## src/rtl/bg_pkg.sv

```systemverilog
// Shared types and constants for the bandgap trim filter.
// The trim controller's testbench imports this package too.
`timescale 1ns/1ps
package bg_pkg;

  typedef enum logic [1:0] {IDLE, ACQ, EVAL, LOCKED} bg_filt_state_t;

  localparam int CODE_W = 12;
  localparam logic [CODE_W-1:0] TRIM_CODE_RESET = 12'h800;

  // Filter sample: coarse code with the SAR-resolved fine nibble appended.
  function automatic logic [CODE_W-1:0] pack_code(input logic [7:0] coarse,
                                                   input logic [3:0] fine_hi);
    return {coarse, fine_hi};
  endfunction

endpackage

```

## src/rtl/bg_code_accum.sv

```systemverilog
// Valid edge detection, sample capture and window accumulation for the trim filter.
// The completing window is flagged on window_done; the sum is held until clear.
`timescale 1ns/1ps
module bg_code_accum
  import bg_pkg::*;
#(
  parameter int LOG2N = 2
) (
  input  logic              clk,
  input  logic              reset_n,
  input  logic              clear,
  input  logic              valid,
  input  logic [7:0]        idac_coarse,
  input  logic [3:0]        idac_fine_hi,
  output logic              valid_edge,
  output logic [CODE_W-1:0] avg,
  output logic              window_done
);

  localparam int ACC_W = CODE_W + LOG2N;
  localparam int CNT_W = LOG2N + 1;
  localparam logic [CNT_W-1:0] LAST_IDX = CNT_W'((1 << LOG2N) - 1);

  logic              valid_q;
  logic              edge_q;
  logic [CODE_W-1:0] sample_q;
  logic [ACC_W-1:0]  acc_q;
  logic [CNT_W-1:0]  cnt_q;

  assign valid_edge = valid & ~valid_q;

  // The sample is registered one stage ahead of the accumulator, so an edge seen
  // during the evaluation cycle lands after the clear and opens the next window.
  always_ff @(posedge clk or negedge reset_n) begin
    if (!reset_n) begin
      valid_q  <= 1'b0;
      edge_q   <= 1'b0;
      sample_q <= '0;
      acc_q    <= '0;
      cnt_q    <= '0;
    end else begin
      // NOTE: non-blocking assignments so every register here sees pre-edge values.
      valid_q <= valid;
      edge_q  <= valid_edge;
      if (valid_edge) sample_q <= pack_code(idac_coarse, idac_fine_hi);
      if (clear) begin
        acc_q <= '0;
        cnt_q <= '0;
      end else if (edge_q) begin
        acc_q <= acc_q + ACC_W'(sample_q);
        cnt_q <= cnt_q + CNT_W'(1);
      end
    end
  end

  assign window_done = edge_q && !clear && (cnt_q == LAST_IDX);
  assign avg         = acc_q[ACC_W-1:LOG2N];

endmodule

```

## src/rtl/bg_trim_filter.sv

```systemverilog
// Bandgap trim result filter: windowed averaging, lock detection on agreeing
// averages, held trim code output and a sticky watchdog timeout.
`timescale 1ns/1ps
module bg_trim_filter
  import bg_pkg::*;
#(
  parameter int LOG2N     = 2,
  parameter int TOL       = 2,
  parameter int LOCK_CNT  = 3,
  parameter int TIMEOUT_W = 16
) (
  input  logic              clk,
  input  logic              reset_n,
  input  logic              pwrup,
  input  logic              valid,
  input  logic [7:0]        idacCoarse,
  input  logic [7:0]        idacFine,
  output logic [CODE_W-1:0] trimCode,
  output logic              trimUpdate,
  output logic              locked,
  output logic              timeoutErr
);

  localparam logic [3:0]           LOCK_C   = 4'(LOCK_CNT);
  localparam logic [CODE_W:0]      TOL_C    = (CODE_W + 1)'(TOL);
  localparam logic [TIMEOUT_W-1:0] WDOG_MAX = '1;

  bg_filt_state_t state_q, state_d;
  logic                 first_q, lk_eval_q, lk_eval_d;
  logic [3:0]           agree_q, agree_d, agree_nxt;
  logic [CODE_W-1:0]    prev_q, avg;
  logic [TIMEOUT_W-1:0] wdog_q, wdog_d;
  logic                 valid_edge, window_done, is_eval, acc_clear, agree;
  logic signed [CODE_W:0] diff;
  logic [CODE_W:0]      mag;
  logic                 unused_fine_lo;

  // Only the upper fine nibble is resolved by the SAR.
  assign unused_fine_lo = ^idacFine[3:0];

  assign is_eval   = (state_q == EVAL) || (state_q == LOCKED && lk_eval_q);
  assign acc_clear = !pwrup || (state_q == IDLE) || is_eval;

  bg_code_accum #(.LOG2N(LOG2N)) u_accum (
    .clk          (clk),
    .reset_n      (reset_n),
    .clear        (acc_clear),
    .valid        (valid),
    .idac_coarse  (idacCoarse),
    .idac_fine_hi (idacFine[7:4]),
    .valid_edge   (valid_edge),
    .avg          (avg),
    .window_done  (window_done)
  );

  assign diff  = $signed({1'b0, avg}) - $signed({1'b0, prev_q});
  assign mag   = diff[CODE_W] ? $unsigned(-diff) : $unsigned(diff);
  assign agree = (mag <= TOL_C);

  always_comb begin
    // NOTE: defaults first in always_comb so no path leaves a signal unassigned (no latch).
    agree_nxt = 4'd0;
    if (!first_q && agree) agree_nxt = (agree_q == LOCK_C) ? agree_q : agree_q + 4'd1;
  end

  // LOCKED keeps acquiring; lk_eval_q marks its evaluation cycle.
  always_comb begin
    state_d   = state_q;
    agree_d   = agree_q;
    lk_eval_d = 1'b0;
    if (!pwrup) begin
      state_d = IDLE;
      agree_d = 4'd0;
    end else begin
      case (state_q)
        IDLE: begin
          state_d = ACQ;
          agree_d = 4'd0;
        end
        ACQ:  if (window_done) state_d = EVAL;
        EVAL: begin
          agree_d = agree_nxt;
          state_d = (agree_nxt == LOCK_C) ? LOCKED : ACQ;
        end
        LOCKED: begin
          if (lk_eval_q) begin
            agree_d = agree_nxt;
            state_d = (agree_nxt == LOCK_C) ? LOCKED : ACQ;
          end else begin
            lk_eval_d = window_done;
          end
        end
        default: state_d = IDLE;
      endcase
    end
  end

  always_comb begin
    wdog_d = wdog_q;
    if (!pwrup || state_q == IDLE || valid_edge) wdog_d = '0;
    else if (wdog_q != WDOG_MAX)                 wdog_d = wdog_q + TIMEOUT_W'(1);
  end

  always_ff @(posedge clk or negedge reset_n) begin
    if (!reset_n) begin
      state_q    <= IDLE;
      first_q    <= 1'b1;
      lk_eval_q  <= 1'b0;
      agree_q    <= 4'd0;
      prev_q     <= '0;
      wdog_q     <= '0;
      trimCode   <= TRIM_CODE_RESET;
      trimUpdate <= 1'b0;
      locked     <= 1'b0;
      timeoutErr <= 1'b0;
    end else begin
      state_q    <= state_d;
      lk_eval_q  <= lk_eval_d;
      agree_q    <= agree_d;
      wdog_q     <= wdog_d;
      trimUpdate <= pwrup && is_eval;
      locked     <= (state_d == LOCKED);
      if (!pwrup)                timeoutErr <= 1'b0;
      else if (wdog_d == WDOG_MAX) timeoutErr <= 1'b1;
      // trimCode deliberately survives power-down: the chip keeps its last good trim.
      if (!pwrup || state_q == IDLE) begin
        first_q <= 1'b1;
        prev_q  <= '0;
      end else if (is_eval) begin
        trimCode <= avg;
        prev_q   <= avg;
        first_q  <= 1'b0;
      end
    end
  end

endmodule

```

## config.mk

```make
export PLATFORM = sky130hd
export DESIGN_NAME = bg_trim_filter
export DESIGN_NICKNAME = d
export VERILOG_FILES = /design/src/rtl/bg_pkg.sv /design/src/rtl/bg_code_accum.sv /design/src/rtl/bg_trim_filter.sv
export SDC_FILE = /design/constraint.sdc
export NUM_CORES = 1
export LEC_CHECK = 0
export ABC_CLOCK_PERIOD_IN_PS = 4350
export CAP_MARGIN = 20
export CORE_MARGIN = 2
export CORE_UTILIZATION = 35
export CTS_BUF_LIST = sky130_fd_sc_hd__clkbuf_4 sky130_fd_sc_hd__clkbuf_8 sky130_fd_sc_hd__clkbuf_16
export CTS_CLUSTER_DIAMETER = 60
export CTS_CLUSTER_SIZE = 28
export DETAILED_ROUTE_END_ITERATION = 10
export GPL_TIMING_DRIVEN = 0
export PLACE_DENSITY = 0.54
export SKIP_CTS_REPAIR_TIMING = 1
export SLEW_MARGIN = 40
export SYNTH_ARGS = -nofsm -noshare
export SYNTH_HDL_FRONTEND = slang
export SYNTH_SLANG_ARGS = --single-unit
```

## constraint.sdc

```tcl
create_clock -name clk -period 4.35 [get_ports clk]
set_input_delay 0.87 -clock clk [delete_from_list [all_inputs] [get_ports clk]]
set_output_delay 0.87 -clock clk [all_outputs]
set_load 0.05 [all_outputs]
```

==> summary.log <==
INFO  floorplanning  initial_utilization=0.360
INFO  routing        avgViaCountPerCell=5.20
INFO  global_route   overflow=0
INFO  worst_hold_path hp-class=in2async
INFO  logic_synthesis synthesis.instances=526
INFO  run_status     result_of_the_run=finished clean
INFO  logic_synthesis synthesis.yosys.warnings=0
INFO  sta            period_minus_slack=3.81ns
INFO  floorplanning  floorplan.rows=43
INFO  sta            drv_slew=0
INFO  sta            final.setup_skew=0.00628ns
INFO  layout         finish.instance_area=5870um^2
INFO  logic_synthesis synth_fp_nets=580
INFO  routing        dr_total_vias=3,908
INFO  sta            timing_worst_slew_pin_value=0.706ns
INFO  global_route   grt_first_pass_wirelength=18.6mm
INFO  setup_path     worst_setup_path_startpoint=u_accum.acc_q[2]
INFO  power_and_ir_drop p_leak=2.56nW
INFO  floorplanning  die-area=15,400um^2
INFO  global_route   grt_antenna_before_repair=0
INFO  sta            setup_total_negative_slack=0ns
INFO  logic_synthesis synth-main-ff-cell=sky130_fd_sc_hd__dfrtp_1
INFO  clock_network  clk_transition_reported_paths=0.06ns
INFO  clock_network  htreeDepth=3
INFO  layout         fin_cells=752
INFO  routing        drc=0
INFO  sta            finalHoldViolations=0
INFO  routing        drt_first_iter_violations=228
INFO  sta            final.period_utilization=0.877
INFO  layout         area_growth_syn_to_layout=16.4%
INFO  setup_path     path_class=reg2reg
INFO  routing        wl_per_cell=14.3um
INFO  sta            worst_hold_slack=0.401ns
INFO  place          placed_cells_incl_taps=737
INFO  clock_network  tritoncts.num_buffers=9
INFO  logic_synthesis yosysSeqAreaShare=0.407
INFO  power_and_ir_drop totalPowerFinal=1.78mW
INFO  power_and_ir_drop worst_voltage_drop_across_the_vdd_grid=243uV
INFO  clock_network  cts-root-buf=sky130_fd_sc_hd__clkbuf_16
INFO  layout         layout.nets=622
INFO  floorplanning  core=14,000um^2
INFO  place          gpl.final_weighted_congestion=0.798
INFO  logic_synthesis synthesis.area=5040um^2
INFO  sta            setup-violations-final=0
INFO  routing        route.final.wire_length=10.7mm
INFO  layout         drive_gt1_frac=0.0962
INFO  setup_path     worstPathArrival=4.05ns
INFO  place          port_buffers=30
INFO  global_route   grt_start_max_net_pins=54
INFO  logic_synthesis ffs_w_async_s_r_synth=1.00
INFO  logic_synthesis postSynthAreaPerCell=9.59um^2
INFO  power_and_ir_drop power_per_cell_area=303nW/um^2
INFO  setup_path     r2r_start=u_accum.acc_q[2]
INFO  logic_synthesis number_of_enable_flip_flop_cells_after_synthesis=0
INFO  place          post_dp_cell_area=5600um^2
INFO  floorplanning  chipHeight=124um
INFO  setup_path     timing.critical_path.fanout_max=5
INFO  floorplanning  floorplan.io_pins=35
INFO  flow_run       maxCapViolCount=0
INFO  setup_path     worstSetupStartpointType=flip-flop
INFO  layout         antenna_cells=0
INFO  clock_network  clkSinkCount=82
INFO  routing        dr.pass1.iters=4
INFO  sta            grt_setup_unrepaired=false
INFO  floorplanning  die_w=124um
INFO  clock_network  cts_tree=yes
INFO  place          dp.final_hpwl=8.08mm
INFO  logic_synthesis synth-seq-cells=82
INFO  sta            timing.slew.headroom=0.530
INFO  setup_path     endpoint_kind=flip-flop
INFO  global_route   track_usage=0.154
INFO  sta            fmax=262MHz
INFO  clock_network  max-clock-path-buffers=2
INFO  routing        drt.antenna.violating_nets=0
INFO  logic_synthesis synth_cell_type_count=60
INFO  global_route   via_count_of_the_first_global_routing_pass=3,940
INFO  setup_path     cp.required=4.59ns
INFO  clock_network  clk-insertion-delay-late=0.34ns
-- final cells by class --
type | instances | area [um^2]
Tap cell | 180 | 225
Multi-Input combinational cell | 400 | 2810
Clock inverter | 4 | 26.3
Inverter | 29 | 109
Sequential cell | 82 | 2050
Clock buffer | 11 | 246
Buffer | 15 | 65.1
Fill cell | 1390 | 8120
Timing Repair Buffer | 31 | 329
-- cells by family after synthesis --
kind of cell / count (synthesis) / synth area share
AO/OA/AOI/OAI: 107 / 0.143
flip-flops: 82 / 0.407
AND/OR/NAND/NOR: 192 / 0.196
multiplexers: 35 / 0.0754
XOR/XNOR: 32 / 0.0556
buffers and inverters: 44 / 0.0345
adder cells (fa/ha/maj): 34 / 0.0873
-- flip-flops by register name, summed over array words and instances (netlist names) --
name,cells
first_q,1
wdog_q,16
u_accum.sample_q,12
lk_eval_q,1
u_accum.acc_q,14
u_accum.valid_q,1
state_q,2
trimCode,12
u_accum.cnt_q,3
trimUpdate,1
locked,1
prev_q,12
timeoutErr,1
u_accum.edge_q,1
agree_q,4
-- stage by stage --
stage / utilization / worst slack, ns
2_1_floorplan: - / 0.902
3_3_place_gp: 0.398 / -0.665
3_5_place_dp: 0.400 / 0.519
4_1_cts: 0.420 / 0.500
5_1_grt: 0.420 / 0.217
6_report: 0.420 / 0.536
-- routing by layer --
layer	share of wire	GRT usage	up-vias	wire length (um)
met3	0.034	0.0394	11	361
met5	0	0	-	0
met2	0.48	0.258	58	5170
met1	0.47	0.198	1872	5060
li1	-	-	1967	-
met4	0.013	0.0421	0	138
-- worst paths after layout --
path / end / slack (ns) / cells after the start
worst min register to register: first_q / 0.46 / 2
min in group clk: first_q / 0.46 / 2
worst max register to register: agree_q[1] / 0.54 / 12
worst max-delay path: agree_q[1] / 0.54 / 12
worst min-delay path: trimCode[8] / 0.40 / 1
max in group asynchronous: first_q / 3.33 / 2
-- placed cells by master (no fill, tap or decap), types with 14 or more instances in the layout --
cell type                         count
sky130_fd_sc_hd__a21oi_1             19
sky130_fd_sc_hd__clkdlybuf4s50_1     29
sky130_fd_sc_hd__dfrtp_1             80
sky130_fd_sc_hd__ha_1                32
sky130_fd_sc_hd__inv_1               29
sky130_fd_sc_hd__mux2_2              24
sky130_fd_sc_hd__nand2_1             48
sky130_fd_sc_hd__nand4_1             14
sky130_fd_sc_hd__nor2_1              50
sky130_fd_sc_hd__o21ai_0             31
sky130_fd_sc_hd__xnor2_1             16
sky130_fd_sc_hd__xor2_1              16
-- worst max-delay path: stages, from the launching register on --
cell and delay (ns):
sky130_fd_sc_hd__dfrtp_1 0.43, sky130_fd_sc_hd__inv_1 0.07, sky130_fd_sc_hd__ha_1 0.21, sky130_fd_sc_hd__fa_1 0.40
sky130_fd_sc_hd__nor2b_1 0.21, sky130_fd_sc_hd__o21ai_1 0.15, sky130_fd_sc_hd__a31oi_1 0.37, sky130_fd_sc_hd__nor4b_1 0.11
sky130_fd_sc_hd__or4_4 0.57, sky130_fd_sc_hd__or4_4 0.54, sky130_fd_sc_hd__o22ai_4 0.20, sky130_fd_sc_hd__nand4_2 0.15
sky130_fd_sc_hd__o41ai_2 0.30
-- cell usage after synthesis (6+ instances only) --
cell / number / area (um^2)
sky130_fd_sc_hd__mux2_2: 24 / 270
sky130_fd_sc_hd__o21ai_0: 31 / 155
sky130_fd_sc_hd__nand2_1: 48 / 180
sky130_fd_sc_hd__nor2b_1: 12 / 75.1
sky130_fd_sc_hd__nand3_1: 11 / 55.1
sky130_fd_sc_hd__xnor2_1: 16 / 140
sky130_fd_sc_hd__a21oi_1: 19 / 95.1
sky130_fd_sc_hd__mux2i_1: 11 / 110
sky130_fd_sc_hd__nand2b_1: 6 / 37.5
sky130_fd_sc_hd__nand3b_1: 7 / 52.6
sky130_fd_sc_hd__and2_1: 6 / 37.5
sky130_fd_sc_hd__nand4_1: 14 / 87.6
sky130_fd_sc_hd__and3_1: 8 / 50.1
sky130_fd_sc_hd__dfrtp_1: 80 / 2000
sky130_fd_sc_hd__nor2_1: 50 / 188
sky130_fd_sc_hd__clkbuf_1: 13 / 48.8
sky130_fd_sc_hd__ha_1: 32 / 400
sky130_fd_sc_hd__a21o_1: 6 / 45.0
sky130_fd_sc_hd__inv_1: 29 / 109
sky130_fd_sc_hd__xor2_1: 16 / 140
-- report_power, final --
| part | switching (mW) | internal, mW |
|---|---|---|
| clock network | 0.305 | 0.405 |
| registers | 0.0172 | 0.786 |
| logic | 0.146 | 0.119 |
Note: power is estimated with default switching activity, not from simulation.
==> edit, RTL diff (same settings) <==
`LOG2N` is set to 2 in 2 places; all go to 4.
--- a/src/rtl/bg_code_accum.sv
+++ b/src/rtl/bg_code_accum.sv
@@ -6,3 +6,3 @@
 #(
-  parameter int LOG2N = 2
+  parameter int LOG2N = 4
 ) (
--- a/src/rtl/bg_trim_filter.sv
+++ b/src/rtl/bg_trim_filter.sv
@@ -6,3 +6,3 @@
 #(
-  parameter int LOG2N     = 2,
+  parameter int LOG2N     = 4,
   parameter int TOL       = 2,
Function: changed (Yosys sat finds a counterexample within 10 cycles, from zero or initial values and one cycle with reset_n low).
==> edit against the unedited design <==
Area after synthesis is 5.2% higher; wire length up 9.1%; power grew 8.9%; clock skew rose by 0.00083 ns; design area is 5.4% higher; largest power group unchanged; worst setup slack better by 0.10 ns; sequential cell count rose by 4.
==> edit: results (changes against the unedited design) <==
Yosys
  • Number of distinct library cells after synthesis: 74 (+23%)
  • Multiplexer area fraction after synthesis: 6.934% (-0.61 points)
  • Syn_nets: 608 (+4.8%)
  • Post-Synth XOR/XNOR Area: 5.920% (+0.36 points)
  • Synth top area cells: dfrtp_1, ha_1, mux2_2, nor2_1, xor2_1
  • Commonest cells post-synth: dfrtp_1, nor2_1, nand2_1
  • Adder-cell area share of the yosys netlist: 8.302% (-0.43 points)
  • YS warnings: 0 (unchanged)
  • Post-synth ARST share: 100.0% (unchanged)
  • Synth Area in Compound Gates: 16.37% (+2.0 points)
  • Sequential area share after synthesis: 40.61% (-0.13 points)

Route
  • Total wire length: 11,710 um (+9.1%)
  • Vias/cell: 5.322 (+2.4%)
  • DR pass1 iterations: 5 (+1)
  • DR iter-0 viols: 242 (+6.1%)

Worst setup path
  • R2R Setup Slk: 0.64 ns (+0.10 ns)
  • Slowest CP cell: o21ai_1
  • Worst reg2reg path startpoint: u_accum.acc_q[4]$_DFFE_PN0P_
  • Delay of the slowest critical-path stage: 0.56 ns
  • Worst-path maximum fanout: 9 (+4)
  • Crit path arrival time: 3.97 ns (-0.08 ns)
  • R2R cell count: 12 (unchanged)
  • Top delay family on crit path: compound AO/OA/AOI/OAI gates
  • Setup crit start: u_accum.acc_q[4]$_DFFE_PN0P_

Final layout
  • Nets: 650 (+4.5%)
  • Fillers: 1,423 (+2.4%)
  • Top Registers: u_accum.acc_q (16), wdog_q (16)
  • Share of layout cells above drive strength 1: 10.65% (+1.0 points)
  • N_diodes: 0 (unchanged)

Placement
  • GPL Wtd Cong: 0.8356 (+4.7%)
  • Estimated wirelength of the detail-placed design: 8898 um (+10%)

Clocking
  • Worst skew pair latency: 0.33 ns
  • Max Root-Sink Buffers: 2 (unchanged)
  • Clock transition at path regs: 0.06 ns (about the same)

Outcome
  • Status: complete, no violations

STA
  • Clk_skew: 0.007107 ns (+0.0008284 ns)
  • Worst slew margin: 56.30% (+3.3 points)

Global routing
  • Global-route wire length before repair: 20,200 um (+8.9%)
  • Pin count of the biggest net entering global routing: 55 (+1.9%)
  • GRT Overall Usage: 15.28% (-0.14 points)
  • Vias in the first global route: 4,146 (+5.2%)

Power
  • Static leakage: 0.002647 uW (+3.6%)
  • Max VDD drop: 0.0001609 V (-34%)
## edit: cell types whose count changed in the layout (fill, tap and decap cells not counted), sizes merged, moves of 4 or more
cell | unedited run | this run
a21oi | 19 | 25
nand2 | 48 | 41
nor2 | 50 | 55
nand4 | 15 | 10
nand3b | 7 | 3
a41oi | 4 | 0
dfrtp | 80 | 84
nand3 | 11 | 19
## edit: layout make-up
class | count | area [um2] | area share [%]
Sequential cell | 86 | 2155 | 34.82
Clock buffer | 10 | 239.0 | 3.862
Buffer | 18 | 70.07 | 1.132
Inverter | 29 | 108.9 | 1.759
Multi-Input combinational cell | 421 | 2972 | 48.02
Tap cell | 184 | 230.2 | 3.720
Timing Repair Buffer | 31 | 329.1 | 5.317
Clock inverter | 6 | 85.08 | 1.375
## edit: through the flow
| stage | worst slack (ns) | total power [uW] | hold WS (ns) | cell area [um2] | cells |
|---|---|---|---|---|---|
| floorplan | 1.269 | 1042 | 0.4576 | 5305 | 554 |
| global placement | -0.7577 | 1114 | 0.4710 | 5836 | 768 |
| detailed placement | 0.6572 | 1126 | 0.4753 | 5864 | 769 |
| CTS | 0.6352 | 1965 | 0.4164 | 6188 | 785 |
| global route | 0.2902 | 2031 | 0.4279 | 6188 | 785 |
| finish | 0.6357 | 1937 | 0.4130 | 6188 | 785 |
## edit: power breakdown
part | total [uW] | leakage, uW | internal (uW) | switching (uW)
Sequential | 842 | 0.00116 | 824 | 18.0
Combinational | 268 | 0.00133 | 119 | 150
Clock | 827 | 0.000154 | 516 | 311
## edit: layer usage
metal	up-vias	part of all wire [%]	GRT usage, %
met4	0	1.4	5.301
met1	2012	50	21.27
met2	70	46	24.48
met5	-	0	0
met3	12	2.3	2.219
li1	2084	-	-
